File: src/rtl/din_debounce.sv
// din_debounce: brings an asynchronous level into clk through a flop chain and
// debounces it, with a saturating count of the transitions it rejected.

module din_sync_ff #(
   parameter bit RESET_VAL = 1'b0
) (
   input  logic clk,
   input  logic srst_n,
   input  logic d,
   output logic q
);
   always_ff @(posedge clk or negedge srst_n) begin
      if (!srst_n) q <= RESET_VAL;
      else         q <= d;
   end
endmodule

module din_debounce #(
   parameter int SYNC_STAGES     = 2,
   parameter int DEBOUNCE_CYCLES = 4,
   parameter int CNT_W           = 8,
   parameter int GLITCH_W        = 8,
   parameter bit RESET_VAL       = 1'b0
) (
   input  logic                clk,
   input  logic                srst_n,
   input  logic                din_async,
   input  logic                en,
   input  logic                glitch_clr,
   output logic                dout,
   output logic                busy,
   output logic [GLITCH_W-1:0] glitch_cnt
);
   typedef enum logic [1:0] {
      ST_LO  = 2'd0,
      CHK_HI = 2'd1,
      ST_HI  = 2'd2,
      CHK_LO = 2'd3
   } state_t;

   localparam state_t           ST_RST   = RESET_VAL ? ST_HI : ST_LO;
   localparam logic [CNT_W-1:0] CNT_ONE  = CNT_W'(1);
   localparam logic [CNT_W-1:0] CNT_LAST = CNT_W'(DEBOUNCE_CYCLES - 1);

   logic [SYNC_STAGES-1:0] sync;
   logic                   s;
   state_t                 state_q, state_d;
   logic [CNT_W-1:0]       cnt_q, cnt_d;
   logic                   dout_d;
   logic                   glitch_inc;

   // Plain flop chain; en deliberately does not gate it so s stays current.
   generate
      for (genvar i = 0; i < SYNC_STAGES; i++) begin : g_sync
         if (i == 0) begin : g_first
            din_sync_ff #(.RESET_VAL(RESET_VAL)) u_ff (
               .clk(clk), .srst_n(srst_n), .d(din_async), .q(sync[i]));
         end else begin : g_next
            din_sync_ff #(.RESET_VAL(RESET_VAL)) u_ff (
               .clk(clk), .srst_n(srst_n), .d(sync[i-1]), .q(sync[i]));
         end
      end
   endgenerate

   assign s = sync[SYNC_STAGES-1];

   always_comb begin
      state_d    = state_q;
      cnt_d      = cnt_q;
      dout_d     = dout;
      glitch_inc = 1'b0;
      if (en) begin
         case (state_q)
            ST_LO: begin
               if (s) begin
                  state_d = CHK_HI;
                  cnt_d   = CNT_ONE;
               end
            end
            CHK_HI: begin
               if (!s) begin
                  state_d    = ST_LO;
                  cnt_d      = '0;
                  glitch_inc = 1'b1;
               end else if (cnt_q == CNT_LAST) begin
                  state_d = ST_HI;
                  dout_d  = 1'b1;
                  cnt_d   = '0;
               end else begin
                  cnt_d = cnt_q + CNT_ONE;
               end
            end
            ST_HI: begin
               if (!s) begin
                  state_d = CHK_LO;
                  cnt_d   = CNT_ONE;
               end
            end
            CHK_LO: begin
               if (s) begin
                  state_d    = ST_HI;
                  cnt_d      = '0;
                  glitch_inc = 1'b1;
               end else if (cnt_q == CNT_LAST) begin
                  state_d = ST_LO;
                  dout_d  = 1'b0;
                  cnt_d   = '0;
               end else begin
                  cnt_d = cnt_q + CNT_ONE;
               end
            end
            default: begin
               state_d = ST_RST;
               cnt_d   = '0;
            end
         endcase
      end
   end

   always_ff @(posedge clk or negedge srst_n) begin
      if (!srst_n) begin
         state_q <= ST_RST;
         cnt_q   <= '0;
         dout    <= RESET_VAL;
      end else begin
         state_q <= state_d;
         cnt_q   <= cnt_d;
         dout    <= dout_d;
      end
   end

   // Clear beats a coincident increment; the count sticks at all-ones.
   always_ff @(posedge clk or negedge srst_n) begin
      if (!srst_n)                            glitch_cnt <= '0;
      else if (glitch_clr)                    glitch_cnt <= '0;
      else if (glitch_inc && glitch_cnt != '1) glitch_cnt <= glitch_cnt + GLITCH_W'(1);
   end

   assign busy = (state_q == CHK_HI) || (state_q == CHK_LO);

endmodule

File: config.mk
export PLATFORM = sky130hd
export DESIGN_NAME = din_debounce
export DESIGN_NICKNAME = d
export VERILOG_FILES = /design/src/rtl/din_debounce.sv
export SDC_FILE = /design/constraint.sdc
export NUM_CORES = 1
export LEC_CHECK = 0
export CORE_ASPECT_RATIO = 1.25
export CORE_MARGIN = 2
export CORE_UTILIZATION = 48
export DETAILED_ROUTE_END_ITERATION = 16
export PLACE_DENSITY = 0.8
export SLEW_MARGIN = 20
export SYNTH_ARGS = -nofsm -noshare
export SYNTH_HDL_FRONTEND = slang
export SYNTH_HIERARCHICAL = 1
export SYNTH_SLANG_ARGS = --single-unit
File: constraint.sdc
create_clock -name clk -period 1.5 [get_ports clk]
set_input_delay 0.225 -clock clk [delete_from_list [all_inputs] [get_ports clk]]
set_output_delay 0.225 -clock clk [all_outputs]
set_load 0.01 [all_outputs]
==> summary.md <==
| Metric | Value |
|---|---|
| WP buf/inv | `0` |
| Clk slew on worst S/H paths | `approximately 130 ps` |
| Worst hold path class | `input pin to async pin` |
| Hold-fix buffers, CTS | `0` |
| Core ar. | `2187 um2` |
| Largest net degree at the start of global routing | `22` |
| Mapped Nets | `about 120` |
| Root Driver | `clkbuf_4` |
| Worst Path Class, Setup | `flop to flop` |
| Primary FF master, synth | `dfrtp_1` |
| Final setup margin | `-71.74 ps` |
| CTS tree | `done` |
| # diodes | `0` |
| Post-DRT Antenna Nets | `0` |
| Startpoint Class | `flop` |
| DRC | `0` |
| Die Y-Extent | `around 57 um` |
| Library cells used by synthesis | `34` |
| Sequential element share of the synthesized area | `a little under half` |
| EDFF count, synth | `0` |
| FP Rows | `19` |
| Die width | `46.77 um` |
| Initial Util | `between 50% and 60%` |
| Peak VDD IR | `between 1 and 1.5 mV` |
| Req. time, crit path | `between 1500 and 2000 ps` |
| DR WL/cell | `17.63 um` |
| GRT Total Usage | `between 20% and 30%` |
| Top Ports | `15` |
| Area Overhead vs Synth | `53.71%` |
| Clk sinks | `21` |
| Worst-Margin Slew | `372.7 ps` |
| Min Hold Slack | `approximately 230 ps` |
| Relative slew slack | `75.07%` |
| Util after Layout | `just under 80%` |
| Vias per inst | `5.963` |
| Tmin final | `1572 ps` |
| Max cap viols | `0` |
| Critical Path Fanout Max | `6` |
| Crit share post-route | `104.8%` |
| Clk_skew | `about 12 ps` |
| # setup viols final | `11` |
| Slew Viols, Final | `0` |
| Share of the synthesized area in the top cell type | `between 40% and 50%` |
| Synth area leader | `dfrtp_1` |
| Worst path arrival time | `about 1800 ps` |
| Most frequent cells after synthesis | `dfrtp_1, nand3_1, nand2_1` |
| DR pass1 iterations | `4` |
| Nature of the critical path endpoint | `flop` |
| DP HPWL | `1.889 mm` |
| Final Hold Violating Endpoints | `0` |
| Post-Syn Instances | `between 100 and 150` |
| First-pass GRT wire length | `between 4 and 5 mm` |
| Iteration-0 DRC Markers | `44` |
| PD cells | `about 1200 nW/um2` |
| Status | `finished, violations left` |
| Slowest-stage cell, CP | `dfrtp_2` |
| YS warnings | `6` |
| Maximum buffer depth of the clock tree | `2` |
| Clock Latency Late Sink | `320 ps` |
| Critical-path cell list | `xnor2_4 > o211ai_4 > or4_4 > a21oi_2` |
| H-tree depth | `1` |
| GR Overflow Total | `0` |
| Most frequent cell after synthesis | `dfrtp_1` |
| GPL Wtd Cong | `0.7779` |
| RSZ-0062 raised after global routing | `true` |
| Initial antenna violation count | `0` |
| Vias in the first global route | `1,169` |
| Placed instance count | `around 180` |
| Share of cells above drive strength 1 | `about two fifths` |
| CTS buffer count | `3` |
| Register-to-register setup slack | `-70 ps` |
| Vias | `1,139` |
| P_leak | `a little under 0.8 nW` |
| Nets | `roughly 170` |
| Async SR Flop Fraction | `between 90% and 100%` |
| Failing checks | `setup timing` |
| Die area | `around 2700 um2` |
| Tot Pwr | `roughly 2.0 mW` |
| Number of port buffers | `14` |
| Mean Syn Cell Area | `roughly 9.9 um2` |
| Post-Syn Area | `roughly 1100 um2` |
| Critical Path Max Stage Delay | `480 ps` |
| Final wirelength | `around 3.4 mm` |
| Finished Layout Cells | `~190` |
| Achievable frequency | `approximately 640 MHz` |
| FF+latch count, synth | `21` |
| Crit-path leading delay family | `flip-flops` |
| Top cells by area, synth | `dfrtp_1, nand3_1, a21oi_1, nand2_1, o311ai_1` |
[layout make-up]
cell class	instances	area, um2
Clock buffer	4	26.28
Inverter	5	18.77
Tap cell	31	38.79
Timing Repair Buffer	47	387.9
Fill cell	148	500.5
Sequential cell	21	528.0
Multi-Input combinational cell	83	686.9
[layout by cell type, fill, tap and decap left out, drive strengths merged]
cell type	Yosys	final
xnor2	1	1
clkdlybuf4s50	0	5
dlygate4sd2	0	7
o211ai	2	3
dfrtp	21	21
nand4	1	1
a32o	1	1
o31ai	3	3
buf	2	33
o311ai	4	4
a211oi	1	1
o22ai	1	1
inv	5	5
and3	1	1
a21oi	11	11
or2	1	1
nor4b	1	1
o21ai	7	7
nor3	1	1
mux2i	1	1
clkbuf	1	4
ha	2	2
nor2	2	2
xor2	2	2
nand3	15	15
nand2	12	12
mux2	2	2
dlymetal6s2s	0	2
a31oi	1	1
or4	3	3
and4	1	1
or3	3	3
and2	2	2
[power by group]
group,internal [mW],switching (mW),total (mW)
combinational,0.488,0.478,0.966
clock,0.104,0.185,0.289
sequential,0.649,0.0768,0.725
[stage by stage]
stage / worst slack [ps] / instance area, um2 / TNS (ps)
after global placement: -133.4 / 1441 / -623.0
after floorplan: 4.642 / 1109 / 0
after CTS: -6.563 / 1563 / -6.563
after detailed placement: -177.5 / 1441 / -1095
after global routing: -129.0 / 1687 / -1113
final: -71.74 / 1687 / -312.0
[cell families (layout without fill, tap and decap cells)]
family	after synthesis	count (layout)	share of synthesized area, %
and+or+nand+nor	43	43	21.10
muxes	3	3	2.965
adders and majority gates	2	2	2.280
buffers and inverters	8	56	3.420
AOI/OAI and AO/OA	31	32	19.27
DFF	21	21	47.89
xor gates and xnor gates	3	3	3.079
[state kept, by name, summed over array words and instances, names as in the netlist, named ones only]
name                   flops
glitch_cnt                 8
g_sync.g_first.u_ff/q      1
state_q                    1
cnt_q                      8
g_sync.g_next.u_ff/q       1
dout                       1
[worst paths after layout]
path,start,end,depth (start not counted)
setup / recovery,flop,glitch_cnt[5],4
hold / removal,srst_n,cnt_q[4],2
hold reg to reg,g_sync[0].g_first.u_ff/q,g_sync[1].g_next.u_ff/q,0
setup reg to reg,flop,glitch_cnt[5],4
min in group clk,din_async,g_sync[0].g_first.u_ff/q,1
max in group asynchronous,srst_n,async pin,2
[repair_timing]
action / in CTS / in global routing
buffers inserted: 7 / 3
endpoints found under the setup margin: 18 / 20
gates resized for setup: 15 / 19
pin swaps: 10 / 9
gates cloned: 1 / 0
[layer usage]
metal	up-vias	wire, um	GRT usage [%]
met5	-	0	0
met4	0	116	12.70
met3	15	134	2.532
met2	42	1918	44.23
met1	571	1197	25.00
li1	511	-	-
Power figures use the tool's default switching activity.
==> RTL edit 1 (same flow settings) <==
The parameter `GLITCH_W` goes from 8 to 6.
--- a/src/rtl/din_debounce.sv
+++ b/src/rtl/din_debounce.sv
@@ -21,3 +21,3 @@
    parameter int CNT_W           = 8,
-   parameter int GLITCH_W        = 8,
+   parameter int GLITCH_W        = 6,
    parameter bit RESET_VAL       = 1'b0
Interface: changed (resized glitch_cnt); port bits go from 15 to 13. No check against the original RTL was run, so the function may have changed too.
==> RTL edit 1 against the original RTL <==
- the run still ends with setup timing left
- synthesized area is 13% lower
- final area shrank 16%
- total power down 9.9%
- count of clock-buffer cells in the layout down 1
- critical endpoint unchanged
- global-route usage is 3.9 points lower
- sequential cell count down 2
- setup slack gained 0.048 ns
- final cell count decreased by 21%
- combinational power shrank 11%
- critical path type unchanged
- routed wire length shrank 35%
==> RTL edit 1: results (changes against the original RTL) <==
outcome:
  status: "finished with violations"
  violations: "setup timing"
worst_setup_path:
  cp_max_fo: 5  # -1
  critPathArrivalTime_ns: 1.76  # -0.06 ns
  cpPeakStageDelay_ns: 0.50  # +0.02 ns
synth:
  synthCells: 89  # -20%
  yosysUniqueCellTypes: 29  # -15%
  synth_common_cells: "dfrtp_1 (19), nor2_1 (9), a21oi_1 (8)"
  syn_nets: 96  # -19%
  seq_area_frac_synth: 0.500  # +0.0211
placement:
  dp_slack_ns: -0.252  # -0.0741 ns
  place.gp.congestion: 0.832  # +6.9%
  place_hpwl_mm: 1.48  # -21%
  numPortBuffers: 12  # -2
timing:
  finClkSkew_ns: 0.00365  # -0.00802 ns
  worst_pin_slew_ns: 0.322  # -0.0510 ns
  finalSetupViolCount: 2  # -9
  layout_setup_ws_ns: -0.0235  # +0.0483 ns
  final.setup.tns_ns: -0.0245  # +0.288 ns
grt:
  grt_pass1_wl_mm: 3.51  # -26%
  grt_usage: 0.202  # -0.0390
drt:
  dr_total_vias: 876  # -23%
  wl_met2_mm: 1.16  # -39%
  drtIter0Drc: 10  # -77%
  vias_per_cell: 5.80  # -2.7%
pwr:
  p_leak_nw: 0.672  # -13%
  ir_drop_mv: 0.823  # -39%
clock_network:
  cts.clk_slew.worst_paths_ns: 0.11  # -0.02 ns
  clock_latency_ns: 0.30  # -0.02 ns
final_layout:
  nets: 139  # -17%
  top_regs: "cnt_q: 8 flops, glitch_cnt: 6 flops"
  final_layout_size_suffix_gt1_frac: 0.412  # +0.00596
[RTL edit 1: layout make-up]
type	instances	area (um2)
Sequential cell	19	479
Clock inverter	1	5.00
Clock buffer	3	22.5
Timing Repair Buffer	40	329
Fill cell	151	497
Inverter	1	3.75
Multi-Input combinational cell	67	553
Tap cell	20	25.0
[RTL edit 1: per-layer routing]
| metal | vias to the layer above | track usage |
|---|---|---|
| met3 | 4 | 0.0201 |
| met4 | 0 | 0.101 |
| met5 | - | 0 |
| li1 | 416 | - |
| met2 | 23 | 0.346 |
| met1 | 433 | 0.252 |
[RTL edit 1: path summary, 6_finish.rpt]
path,from,to,slack (ns)
setup / recovery,flop,glitch_cnt[5],-0.02
setup reg to reg,flop,glitch_cnt[5],-0.02
max in group asynchronous,srst_n,glitch_cnt[0],1.04
min in group clk,din_async,g_sync[0].g_first.u_ff/q,0.35
hold reg to reg,g_sync[0].g_first.u_ff/q,g_sync[1].g_next.u_ff/q,0.36
hold / removal,srst_n,cnt_q[6],0.25
[RTL edit 1: cells by family after synthesis]
group           after synthesis  synth area share
compound gates               24             0.175
xor+xnor                     10             0.100
fa+ha+maj                     2            0.0263
buf+inv                       3            0.0118
flops                        19             0.500
mux                           3            0.0329
simple gates                 28             0.154
[RTL edit 1: timing repair]
action | CTS | global route
endpoints found under the hold margin | 0 | 0
pin swaps | 6 | 6
gates resized for setup | 11 | 12
endpoints found under the setup margin | 17 | 15
buffers inserted | 4 | 5
[RTL edit 1: worst max-delay path: cells and delay by family, from the launching register on]
kind            cells  cell delay [ns]
compound gates      2             0.26
flops               1             0.48
simple gates        1             0.50
xor+xnor            1             0.23
[RTL edit 1: power by group]
| part | switching (mW) | internal [mW] |
|---|---|---|
| Combinational | 0.410 | 0.448 |
| Clock | 0.157 | 0.0994 |
| Sequential | 0.0755 | 0.595 |
==> RTL edit 2 (config.mk and constraints unchanged) <==
Made on the original files. Reset style: synchronous (`srst_n`), changed in 3 clocked blocks. Comments in the files are not updated.
--- a/src/rtl/din_debounce.sv
+++ b/src/rtl/din_debounce.sv
@@ -11,3 +11,3 @@
 );
-   always_ff @(posedge clk or negedge srst_n) begin
+   always_ff @(posedge clk) begin
       if (!srst_n) q <= RESET_VAL;
@@ -119,3 +119,3 @@
 
-   always_ff @(posedge clk or negedge srst_n) begin
+   always_ff @(posedge clk) begin
       if (!srst_n) begin
@@ -132,3 +132,3 @@
    // Clear beats a coincident increment; the count sticks at all-ones.
-   always_ff @(posedge clk or negedge srst_n) begin
+   always_ff @(posedge clk) begin
       if (!srst_n)                            glitch_cnt <= '0;
Behaviour: differs if srst_n is asserted again (counterexample within 4 cycles, from zero or initial values and one cycle with srst_n low); with srst_n held inactive, the same outputs for 10 cycles.
==> RTL edit 2 against the original RTL <==
- the flow still finishes with violations (setup timing)
- synthesized area fell by 6.0%
- final area fell by 8.5%
- sequential cell count did not move
- count of clock-buffer cells in the layout decreased by 1
- global-route usage fell by 2.7 points
- setup slack worse by 0.11 ns
- critical path type unchanged
- critical endpoint is now cnt_q[0]
- routed wire length decreased by 20%
- synthesized cell count up 0.90%
Power is not compared: it rests on default switching activity, and its combinational part moved more than twofold at a synthesized area within 25%.
==> RTL edit 2: results (changes against the original RTL) <==
clock_network:
  cts_setup_buffers: 1  # -6
  cts_tree: "yes"
  postCtsResizedCells: 22  # +7
final_layout:
  final_layout_size_suffix_gt1_frac: 0.416  # +0.00933
  nFlopsAndLatches: 21  # unchanged
  diodes: 0  # unchanged
  multi_input_area_share: 0.444  # +0.0368
  buffers_excl_clock: 44  # -6.4%
  clkCellAreaFrac: 0.0178  # +0.00225
  seq_area_um2: 439  # -17%
  fillers: 130  # -12%
  buf_share: 0.233  # +0.00261
  nets: 162  # -3.6%
  n_all_inverters: 2  # -3
  final_util: 0.770  # -0.000880
drt:
  drt_wl_total_mm: 2.68  # -20%
  vias_per_cell: 5.98  # +0.33%
  top_layer: "met4"
  drtIter0Drc: 24  # -45%
  dr_total_vias: 1041  # -8.6%
  wl_met3_um: 75  # -44%
  wirelength_met1_mm: 1.19  # -0.67%
  wl_met2_mm: 1.37  # -28%
placement:
  place.gp.congestion: 0.807  # +3.7%
  dp_slack_ns: -0.216  # -0.0388 ns
  place_inst: 166  # -5.7%
  placed_cell_area_mm2: 0.00138  # -4.3%
  place_hpwl_mm: 1.75  # -7.6%
timing:
  layout_setup_ws_ns: -0.179  # -0.107 ns
  maxSlewHeadroom: 0.746  # -0.00478
  finalSetupViolCount: 11  # unchanged
  finClkSkew_ns: 0.00682  # -0.00485 ns
  hold_ws_ns: 0.453  # +0.220 ns
  final.setup.tns_ns: -1.33  # -1.02 ns
grt:
  met3_usage: 0.0195  # -0.00584
  grt_max_degree: 14  # -36%
  grt_pass1_vias: 970  # -17%
  grt_pass1_wl_mm: 4.16  # -12%
  use_met1: 0.276  # +0.0255
  grt_usage: 0.214  # -0.0271
  use_met2: 0.362  # -0.0801
worst_setup_path:
  critPathArrivalTime_ns: 1.90  # +0.08 ns
  critical_path.top_delay_family: "simple AND/OR/NAND/NOR gates"
  cp_max_fo: 4  # -2
  worstReg2RegEnd: "cnt_q[0]"
  cpMaxStageDelayCell: "or4b_4"
  rr_worst_depth: 5  # +1
synth:
  synth_area_leaders: "dfxtp_1 (41%), xor2_1 (5.9%), a21oi_1 (3.9%), o2111ai_1 (3.4%), nor2_1 (3.3%)"
  synth_common_cells: "dfxtp_1 (21), nor2_1 (9), a21oi_1 (8)"
  yosysUniqueCellTypes: 39  # +15%
  yosys_most_used_dff: "dfxtp_1"
  seq_area_frac_synth: 0.408  # -0.0711
  synthArstFlopShare: 0  # -1.00
  syn_nets: 119  # +0.85%
outcome:
  status: "finished with violations"
  violations: "setup timing"
hold_path:
  hp-class: "in2reg"
floorplan:
  taps: 20  # -35%
pwr:
  comb_power_share: 0.086
## RTL edit 2: cell types whose count changed in the layout (fill, tap and decap cells not counted), moves of 3 or more
cell       delta
nand3_1       -8
o2111ai_1     +3
nand2_1       -8
nor2_1        +7
dfxtp_1      +10
xor2_1        +6
inv_1         -3
a21oi_1       -3
dfxtp_2       +9
dfrtp_1      -19
buf_4         -3
## RTL edit 2: logic make-up after synthesis
group | share of synthesized area
simple gates | 0.212
xor+xnor | 0.0765
compound gates | 0.228
mux | 0.00971
fa+ha+maj | 0.0243
buf+inv | 0.0413
flops | 0.408
## RTL edit 2: worst max path at each step
stage	from	to	slack (ns)	cells past startpoint
floorplan	cnt_q[0]	cnt_q[0]	-0.11	5
global placement	en	glitch_cnt[4]	-0.15	5
detailed placement	en	glitch_cnt[3]	-0.22	5
CTS	cnt_q[1]	flop	-0.17	5
global route	cnt_q[1]	cnt_q[0]	-0.21	5
finish	cnt_q[1]	cnt_q[0]	-0.18	5
